## src/rtl/serial_sub_ctrl.sv

```systemverilog
// Bit-serial subtraction controller: one full-subtractor slice per clock, LSB first.
// Optional zero/ovf result flags are enabled by defining SERIAL_SUB_FLAGS_EN.
module serial_sub_ctrl #(
    parameter int WIDTH = 8
) (
    input  logic             clk,
    input  logic             rst_n,
    input  logic             in_valid,
    output logic             in_ready,
    input  logic [WIDTH-1:0] a,
    input  logic [WIDTH-1:0] b,
    input  logic             bin,
    output logic             out_valid,
    input  logic             out_ready,
    output logic [WIDTH-1:0] diff,
    output logic             bout,
    output logic             busy
`ifdef SERIAL_SUB_FLAGS_EN
    ,
    output logic             zero,
    output logic             ovf
`endif
);

    localparam int CW = $clog2(WIDTH) + 1;

    typedef enum logic [1:0] {
        IDLE,
        RUN,
        DONE
    } state_t;

    state_t           state;
    logic [WIDTH-1:0] sa;
    logic [WIDTH-1:0] sb;
    logic [WIDTH-1:0] diff_nxt;
    logic             brw;
    logic             d;
    logic             nb;
    logic             last;
    logic [CW-1:0]    cnt;

    // The single subtractor slice, plus the diff value after this bit lands at the MSB.
    always_comb begin
        d        = sa[0] ^ sb[0] ^ brw;
        nb       = (~sa[0] & sb[0]) | (~sa[0] & brw) | (sb[0] & brw);
        diff_nxt = (diff >> 1) | (WIDTH'(d) << (WIDTH - 1));
        last     = (cnt == CW'(WIDTH - 1));
    end

    always_ff @(posedge clk or negedge rst_n) begin
        if (!rst_n) begin
            state     <= IDLE;
            in_ready  <= 1'b0;
            out_valid <= 1'b0;
            busy      <= 1'b0;
            diff      <= '0;
            bout      <= 1'b0;
            sa        <= '0;
            sb        <= '0;
            brw       <= 1'b0;
            cnt       <= '0;
`ifdef SERIAL_SUB_FLAGS_EN
            zero      <= 1'b0;
            ovf       <= 1'b0;
`endif
        end else begin
            case (state)
                IDLE: begin
                    in_ready  <= 1'b1;
                    out_valid <= 1'b0;
                    busy      <= 1'b0;
                    if (in_valid) begin
                        sa       <= a;
                        sb       <= b;
                        brw      <= bin;
                        cnt      <= '0;
                        diff     <= '0;
                        in_ready <= 1'b0;
                        busy     <= 1'b1;
                        state    <= RUN;
                    end
                end
                RUN: begin
                    sa   <= sa >> 1;
                    sb   <= sb >> 1;
                    brw  <= nb;
                    cnt  <= cnt + CW'(1);
                    diff <= diff_nxt;
                    if (last) begin
                        // brw here is the borrow into the MSB slice, nb the borrow out of it.
                        bout      <= nb;
                        out_valid <= 1'b1;
                        state     <= DONE;
`ifdef SERIAL_SUB_FLAGS_EN
                        zero      <= (diff_nxt == '0);
                        ovf       <= brw ^ nb;
`endif
                    end
                end
                DONE: begin
                    if (out_ready) begin
                        out_valid <= 1'b0;
                        busy      <= 1'b0;
                        in_ready  <= 1'b1;
                        state     <= IDLE;
                    end
                end
                default: begin
                    state <= IDLE;
                end
            endcase
        end
    end

endmodule

```

## config.mk

```make
export PLATFORM = sky130hd
export DESIGN_NAME = serial_sub_ctrl
export DESIGN_NICKNAME = d
export VERILOG_FILES = /design/src/rtl/serial_sub_ctrl.sv
export SDC_FILE = /design/constraint.sdc
export NUM_CORES = 1
export LEC_CHECK = 0
export CELL_PAD_IN_SITES_DETAIL_PLACEMENT = 1
export CELL_PAD_IN_SITES_GLOBAL_PLACEMENT = 2
export CORE_AREA = 2 2 75 77
export DETAILED_ROUTE_END_ITERATION = 10
export DIE_AREA = 0 0 77 79
export PLACE_DENSITY_LB_ADDON = 0.15
export REMOVE_ABC_BUFFERS = 1
export SLEW_MARGIN = 15
export SYNTH_ARGS = -nofsm -noshare
export SYNTH_HDL_FRONTEND = slang
export SYNTH_SLANG_ARGS = --single-unit
export TNS_END_PERCENT = 5
```

## constraint.sdc

```tcl
create_clock -name clk -period 1.4 [get_ports clk]
set_input_delay 0.35 -clock clk [delete_from_list [all_inputs] [get_ports clk]]
set_output_delay 0.35 -clock clk [all_outputs]
set_load 0.02 [all_outputs]
```

==> results of run 1 <==
==> cell type report <==
class | count | area, um2
clock buffer | 7 | 76.3
clock inverter | 1 | 5.00
fill | 630 | 3140
inverter | 5 | 18.8
multi-input combinational | 101 | 677
sequential | 35 | 877
tap | 72 | 90.1
timing repair buffer | 46 | 449
==> report_power, final <==
| group | switching, uW | internal (uW) | total, uW |
|---|---|---|---|
| clock network | 355 | 349 | 705 |
| logic | 939 | 901 | 1840 |
| registers | 316 | 1430 | 1750 |
==> metal layers <==
metal	vias up	share of wire (%)	track usage [%]
li1	628	-	-
met1	668	44	19.0
met2	31	48	24.3
met3	11	4.7	4.55
met4	0	2.3	5.54
met5	-	0	0
==> cell usage in the layout, fill, tap and decap left out <==
cell type,n
a21oi_1,14
a22o_1,10
a22oi_1,13
a2bb2oi_1,3
and2b_1,1
and2b_2,7
and3b_1,2
buf_12,3
buf_4,11
clkbuf_1,2
clkbuf_8,5
clkdlybuf4s15_1,1
clkdlybuf4s50_1,20
clkinv_2,1
dfrtp_1,34
dfrtp_2,1
dlygate4sd2_1,11
fa_1,1
ha_1,1
inv_1,5
mux2_2,1
mux2i_1,1
nand2_1,8
nand2b_1,3
nand3_1,3
nor2_1,1
nor2b_1,6
nor2b_2,2
o21ai_0,20
o21bai_2,1
o22a_1,1
o22ai_1,1
or3_1,1
==> flip-flops by register name, summed over array words and instances (netlist names) <==
signal and flops:
sb 8, bout 1, busy 1, sa 8
cnt 4, state 2, brw 1, in_ready 1
diff 8, out_valid 1
==> repair_timing <==
item,4_1_cts,5_1_grt
resized for setup,12,4
setup buffers,0,0
endpoints found under the setup margin,12,14
hold buffers,0,0
==> kinds of logic after synthesis <==
logic type,Yosys count,synth area share [%]
DFF,35,53.3
AOI/OAI and AO/OA,63,24.8
muxes,2,1.29
adders and majority gates,2,1.98
buffers and inverters,16,5.79
and+or+nand+nor,34,12.8
==> path summary, 6_finish.rpt <==
check	start	end
hold / removal	rst_n	cnt[3]$_DFFE_PN0P_
setup / recovery	diff[4]$_DFFE_PN0P_	diff[4]
min in group clk	sb[4]$_DFFE_PN0P_	sb[4]$_DFFE_PN0P_
setup reg to reg	state[1]$_DFFE_PN0P_	sb[6]$_DFFE_PN0P_
max in group asynchronous	rst_n	state[1]$_DFFE_PN0P_
hold reg to reg	sb[4]$_DFFE_PN0P_	sb[4]$_DFFE_PN0P_
==> stage by stage <==
step,cells,area [um2],hold WS (ns)
CTS,267,2190,0.447
global route,267,2190,0.461
detailed placement,259,2120,0.475
global placement,259,2120,0.468
finish,267,2190,0.441
floorplan,141,1570,0.0544
==> flow_summary.toml, run 1 <==
[timing]
finalHoldViolCount = 0
slew_violations = 0
finalSetupViolCount = 0
worstMarginPinSlew_ns = 0.283
max_freq_mhz = 736
rsz0062_at_grt = "false"
min_period_over_period_pct = 97.1
tns_ns = 0
fin_ws_ns = 0.0408
skew_ns = 0.0106
slew_headroom_pct = 81.1
min_period_ns = 1.36

[routing]
drc = 0
drtAntennaViolNets = 0
routedWlPerCell_um = 15.5
avgViaCountPerCell = 5.01
wl_um = 4140
dr.pass1.iters = 4
vias = 1338
drtIter0Drc = 82

[floorplan]
core_um2 = 5340
die_area_um2 = 6080
fp-row-count = 27
die_y_um = 79
fp.dieW_um = 77
initial_utilization_pct = 30.8
num_io_pins = 33

[logic_synthesis]
syn_avg_cell_area_um2 = 10.8
syn-instance-count = 152
synth_area_leaders = "dfrtp_1, o21ai_0, a22oi_1"
synth_area_um2 = 1640
synth_area_leader_cell = "dfrtp_1"
seq_area_frac_synth_pct = 53.3
synth_flop_cell = "dfrtp_1"
synth_warnings = 0
async_flop_share_pct = 100
yosysMostFrequentCell = "dfrtp_1"
synth.distinct_cells = 27
synth_top_area_share_pct = 53.3
synthTopCellsByCount = "dfrtp_1, o21ai_0, a21oi_1"
synth_edf_count = 0
synth_seq_cells = 35

[setup_path]
reg2reg_depth = 4
crit_path_end_kind = "output pin"
startpoint_type = "flip-flop"
crit_family = "flip-flops"
crit_cells = 1
crit_fanout = 3
cp_num_buf_inv = 1
arrival_ns = 1.01
reg2reg_slack_ns = 0.11
path_cells = "dlygate4sd2_1"
cpPeakStageDelay_ns = 0.40
critPathSlowestCell = "dfrtp_1"
critical_path_class = "reg -> out"
required_ns = 1.05

[global_routing]
grt.total_usage_pct = 15.0
gr-total-overflow = 0
grt_pass1_wl_um = 7130
antenna_found_initial = 0
grt_max_degree = 36
grt_pass1_vias = 1423

[place]
place.gp.congestion = 0.726
io_buffers = 32
dpl.hpwl_um = 2940
place_ws_ns = -0.281

[clock_network]
htree_levels = 2
clock_latency_ns = 0.28
clock_path_buffers = 2
clkSinkCount = 35
cts_root_buf = "clkbuf_8"
cts.reportedPaths.clkPinSlew_ns = 0.07
cts_buffers = 5
cts_tree = "built"

[power_and_ir_drop]
leakage_uw = 0.000997
ir_drop_uv = 658
total_power_uw = 4290
p_per_area_nw_per_um2 = 1960

[final_layout]
finish.net_count = 217
drive_gt1_share_pct = 16.4
final_util_pct = 41.1
area_delta_synth_final_pct = 33.5
n_antenna_cell = 0

[worst_hold_path]
holdCritPathClass = "in -> async"

[run]
maxCapViolCount = 0

[run_status]
status = "finished clean"
No activity file was read; power rests on OpenSTA's default activity.
==> inputs of run 2 (changes only) <==
- ABC_AREA: unset -> 1
- CORE_AREA: 2 2 75 77 -> 2 2 77 79
- DIE_AREA: 0 0 77 79 -> 0 0 79 81
==> run 2 against run 1 <==
  * Die area rose by 5.2%
  * Non-clock buffer count is 5 lower
  * Sequential cell count did not move
  * Power grew 8.1%
  * Synthesized cell count increased by 19%
  * First-iteration DRC count fell by 45%
  * Worst hold slack got worse by 0.032 ns
  * Largest cell class unchanged
==> flow_summary.toml, run 2 <==
[timing]
finalSetupViolCount = 0
worstMarginPinSlew_ns = 0.250
slew_violations = 0
rsz0062_at_grt = "true"
max_freq_mhz = 734
min_period_over_period_pct = 97.3
slew_headroom_pct = 83.4
finalHoldViolCount = 0
min_period_ns = 1.36
skew_ns = 0.00623

[floorplan]
initial_utilization_pct = 27.4
die_area_um2 = 6400
num_io_pins = 33
fp.dieW_um = 79
fp-row-count = 28
core_um2 = 5680
die_y_um = 81

[logic_synthesis]
synth_seq_cells = 35
yosysMostFrequentCell = "nand2_1"
synth_top_area_share_pct = 56.2
synthTopCellsByCount = "nand2_1, nand3_1, dfrtp_1"
async_flop_share_pct = 100
synth_area_leaders = "dfrtp_1, nand2_1, nand3_1"
syn-instance-count = 181
synth-simple-area-share_pct = 31.5
synth_area_leader_cell = "dfrtp_1"
synth_edf_count = 0
synth.distinct_cells = 16
synth_compound_area_share_pct = 4.18
syn_avg_cell_area_um2 = 8.61
synth_top_family_by_area = "simple AND/OR/NAND/NOR gates"
synth_area_um2 = 1560
synth_mux_area_share_pct = 0
seq_area_frac_synth_pct = 56.2
synthXorXnorAreaFrac_pct = 0
synth_flop_cell = "dfrtp_1"
synthAdderAreaFrac_pct = 2.09
synth_warnings = 0

[run]
maxCapViolCount = 0

[final_layout]
layout_common_cells = "nand2_1, nand3_1, dfrtp_1"
layout_commonest_cell = "nand2_1"
final_util_pct = 38.0
finish.net_count = 244
n_antenna_cell = 0
top_regs = "diff (8), sa (8), sb (8)"
area_delta_synth_final_pct = 38.3
drive_gt1_share_pct = 9.91

[clock_network]
cts_root_buf = "clkbuf_8"
clock_latency_ns = 0.29
cts_tree = "built"
cts.reportedPaths.clkPinSlew_ns = 0.08
clkSinkCount = 35
htree_levels = 2
cts_buffers = 5
clock_path_buffers = 2

[routing]
avgViaCountPerCell = 4.58
drtAntennaViolNets = 0
drtIter0Drc = 45
drc = 0
wl_um = 4020
vias = 1359
routedWlPerCell_um = 13.5
dr.pass1.iters = 4

[setup_path]
crit_family = "flip-flops"
arrival_ns = 1.01
reg2reg_depth = 6
required_ns = 1.05
path_cells = "dlygate4sd2_1"
critPathSlowestCell = "dfrtp_1"
cpPeakStageDelay_ns = 0.40
startpoint_type = "flip-flop"
crit_path_end_kind = "output pin"
cp_num_buf_inv = 1
crit_fanout = 2
critical_path_class = "reg -> out"
crit_cells = 1

[global_routing]
grt_pass1_vias = 1409
grt_pass1_wl_um = 6730
antenna_found_initial = 0
grt_max_degree = 36
gr-total-overflow = 0
grt.total_usage_pct = 13.9

[power_and_ir_drop]
p_per_area_nw_per_um2 = 2150
ir_drop_uv = 599
leakage_uw = 0.00105
total_power_uw = 4640

[run_status]
status = "finished clean"

[place]
dpl.hpwl_um = 2840
io_buffers = 32
place.gp.congestion = 0.745

[worst_hold_path]
holdCritPathClass = "in -> async"
## run 2: cell count changes in the layout (fill, tap and decap cells not counted), sizes merged, moves of 8 or more
| cell | change |
|---|---|
| nand2 | +53 |
| nand3 | +39 |
| a22oi | -13 |
| a21oi | -11 |
| a22o | -10 |
| o21ai | -10 |
| and2b | -8 |
| inv | +8 |
| nor2b | -8 |
## run 2: final cells by class
type                    instances  area (um2)
flip-flops and latches         35         876
clock buffers                   5        68.8
fillers                       672        3520
multi-input cells             125         588
inverters                      13        48.8
well taps                      75        93.8
repair buffers                 41         412
clock inverters                 3        67.6
## run 2: where the power goes
part,internal [uW],switching [uW],leakage [uW]
sequential,1430,300,0.000450
clock,711,397,0.0000644
combinational,727,1080,0.000534
## run 2: kinds of logic after synthesis
group	Yosys count
AO/OA/AOI/OAI	13
buffers and inverters	21
flip-flops	35
adder cells (fa/ha/maj)	2
AND/OR/NAND/NOR	110
## run 2: timing repair
action                                  in CTS  in global routing
setup buffers                                0                  0
endpoints found under the setup margin      12                  5
hold buffers                                 0                  0
pin swaps                                    0                  0
resized for setup                           13                  5
## run 2: final timing paths
check / start / to / slack, ns
setup / recovery: bout$_DFFE_PN0P_ / bout / 0.04
hold / removal: rst_n / diff[3]$_DFFE_PN0P_ / 0.41
min in group clk: sb[4]$_DFFE_PN0P_ / sb[3]$_DFFE_PN0P_ / 0.50
setup reg to reg: cnt[0]$_DFFE_PN0P_ / bout$_DFFE_PN0P_ / 0.13
max in group asynchronous: rst_n / sa[4]$_DFFE_PN0P_ / 0.78
hold reg to reg: sb[4]$_DFFE_PN0P_ / sb[3]$_DFFE_PN0P_ / 0.50
## run 2: metrics by stage
| step | worst slack [ns] | setup TNS (ns) | hold slack (ns) | cells | instance area, um2 |
|---|---|---|---|---|---|
| CTS | 0.00134 | 0 | 0.419 | 297 | 2150 |
| global placement | -0.0297 | -0.404 | 0.476 | 289 | 2030 |
| floorplan | -0.0642 | -0.182 | 0.0544 | 173 | 1510 |
| global route | -0.00252 | -0.00252 | 0.425 | 297 | 2150 |
| detailed placement | -0.0587 | -0.800 | 0.489 | 289 | 2030 |
| finish | 0.0373 | 0 | 0.409 | 297 | 2150 |
## run 2: per-layer routing
| metal | GRT usage (%) | wire (um) | vias to the layer above |
|---|---|---|---|
| met4 | 5.17 | 46 | 0 |
| met3 | 4.56 | 193 | 5 |
| li1 | - | - | 664 |
| met1 | 17.0 | 1870 | 657 |
| met5 | 0 | 0 | - |
| met2 | 22.9 | 1910 | 33 |
==> inputs of run 3 (changes only) <==
- ABC_AREA: 1 -> unset
- CORE_AREA: 2 2 77 79 -> 2 2 75 77
- DIE_AREA: 0 0 79 81 -> 0 0 77 79
- REMOVE_ABC_BUFFERS: 1 -> unset
==> run 3 against run 2 <==
  * Fmax is 0.57% higher
  * Worst hold slack better by 0.032 ns
  * Final cell count is 10% lower
  * Register-to-register slack hardly changed
  * First-iteration DRC count stayed put
  * Non-clock buffer count is 5 higher
  * Global-route usage is 0.50 points higher
  * Clock power is 29% lower
  * Sequential power hardly changed
==> flow_summary.toml, run 3 (same netlist as run 1, synthesis figures left out) <==
[power_and_ir_drop]
switching_share_pct = 36.4
p_int_uw = 2770
ir_drop_uv = 623
total_power_uw = 4360
p_sw_uw = 1590
comb_power_share_pct = 42.0
clkPwrFrac_pct = 18.2
leakage_uw = 0.00100
sequentialPowerShare_pct = 39.8
p_per_area_nw_per_um2 = 1980

[timing]
max_freq_mhz = 738
slew_violations = 0
skew_ns = 0.00230
holdWs_ns = 0.441
slew_headroom_pct = 82.3
worstMarginPinSlew_ns = 0.266
finalSetupViolCount = 0
finalHoldViolCount = 0
rsz0062_at_grt = "false"
min_period_ns = 1.35
min_period_over_period_pct = 96.8

[setup_path]
crit_cells = 1
path_cells = "dlygate4sd2_1"
critPathSlowestCell = "dfrtp_1"
crit_family = "flip-flops"
cpPeakStageDelay_ns = 0.40
crit_fanout = 3
required_ns = 1.05
cp_num_buf_inv = 1
startpoint_type = "flip-flop"
arrival_ns = 1.00
reg2reg_depth = 3
critical_path_class = "reg -> out"
crit_path_end_kind = "output pin"

[final_layout]
layout_common_cells = "dfrtp_1, clkdlybuf4s50_1, o21ai_0"
top_regs = "diff (8), sa (8), sb (8)"
drive_gt1_share_pct = 15.4
finish.net_count = 217
layout_commonest_cell = "dfrtp_1"
design_area_um2 = 2210
area_delta_synth_final_pct = 34.3
layout.cells.non_filler = 267
n_antenna_cell = 0

[global_routing]
use_met2_pct = 24.0
use_met1_pct = 18.8
grt_max_degree = 36
grt_pass1_vias = 1431
gr-total-overflow = 0
gr-usage-met3_pct = 3.52
grt_pass1_wl_um = 6950
grt.total_usage_pct = 14.4
antenna_found_initial = 0
grt-busiest-layer = "met2"

[floorplan]
initial_utilization_pct = 30.8
fp-row-count = 27
die_y_um = 79
die_area_um2 = 6080
fp.dieW_um = 77
num_io_pins = 33
core_um2 = 5340

[routing]
drtIter0Drc = 45
dr.pass1.iters = 4
vias = 1328
wl_um = 4010
drtAntennaViolNets = 0
avgViaCountPerCell = 4.97
routedWlPerCell_um = 15.0
drc = 0

[place]
place.gp.congestion = 0.750
place_area_um2 = 2120
dpl.hpwl_um = 2850
io_buffers = 32
dp.cells = 259

[clock_network]
htree_levels = 2
clock_path_buffers = 2
cts_buffers = 5
clkSinkCount = 35
clock_latency_ns = 0.28
cts_hold_buf = 0
cts.reportedPaths.clkPinSlew_ns = 0.07
cts_tree = "built"
cts_root_buf = "clkbuf_8"

[logic_synthesis]
synth_fp_nets = 175

[run_status]
status = "finished clean"

[worst_hold_path]
holdCritPathClass = "in -> async"

[run]
maxCapViolCount = 0
## run 3: cell types whose count changed in the layout (fill, tap and decap cells not counted), sizes merged, moves of 4 or more
cell         delta
nand2          -53
nand3          -39
buf             +5
a22oi          +13
and2b           +8
a21oi          +11
dlygate4sd2     +4
a22o           +10
nor2            -5
inv             -8
o21ai          +10
nor2b           +8
## run 3: per-layer routing
layer	share of wire, %	vias to the layer above	wire length, um
li1	-	630	-
met1	47	658	1880
met2	47	33	1880
met3	4.5	7	181
met4	1.6	0	63
met5	0	-	0
## run 3: final timing paths
| path | startpoint | slack (ns) | end |
|---|---|---|---|
| max reg2reg | sb[0]$_DFFE_PN0P_ | 0.14 | diff[7]$_DFFE_PN0P_ |
| min | rst_n | 0.44 | diff[0]$_DFFE_PN0P_ |
| max in group asynchronous | rst_n | 0.78 | sa[0]$_DFFE_PN0P_ |
| min reg2reg | sb[1]$_DFFE_PN0P_ | 0.49 | sb[1]$_DFFE_PN0P_ |
| min in group clk | sb[1]$_DFFE_PN0P_ | 0.49 | sb[1]$_DFFE_PN0P_ |
| max | diff[2]$_DFFE_PN0P_ | 0.05 | diff[2] |
## run 3: cell type report
| type | instances | area [um2] |
|---|---|---|
| flip-flops and latches | 35 | 876 |
| fillers | 625 | 3130 |
| multi-input cells | 101 | 672 |
| repair buffers | 46 | 449 |
| inverters | 5 | 18.8 |
| well taps | 72 | 90.1 |
| clock buffers | 8 | 100 |
## run 3: through the flow
stage / utilization, % / TNS, ns / setup slack (ns)
final: 41.3 / 0 / 0.0451
after global routing: 41.3 / 0 / 0.00550
after CTS: 41.3 / 0 / 0.0245
after detailed placement: 39.7 / -4.13 / -0.274
after global placement: 39.7 / -2.76 / -0.162
after floorplan: - / 0 / 0.231
## run 3: timing repair
action,4_1_cts,5_1_grt
setup endpoints to repair,12,2
cloned,0,0
setup buffers,0,0
resized for setup,12,2
## run 3: worst register-to-register path, cell delays in order (launching register included)
cell and delay [ns]:
dfrtp_1 0.38, inv_1 0.10, fa_1 0.44, a22o_1 0.22
## run 3: power by group through the flow
stage               registers, uW  logic [uW]  clock network, uW
finish                       1740        1830                793
global route                 1810        2060                869
CTS                          1740        1860                830
detailed placement           1760        1960                  0
global placement             1740        1900                  0
floorplan                    1870        1030                  0
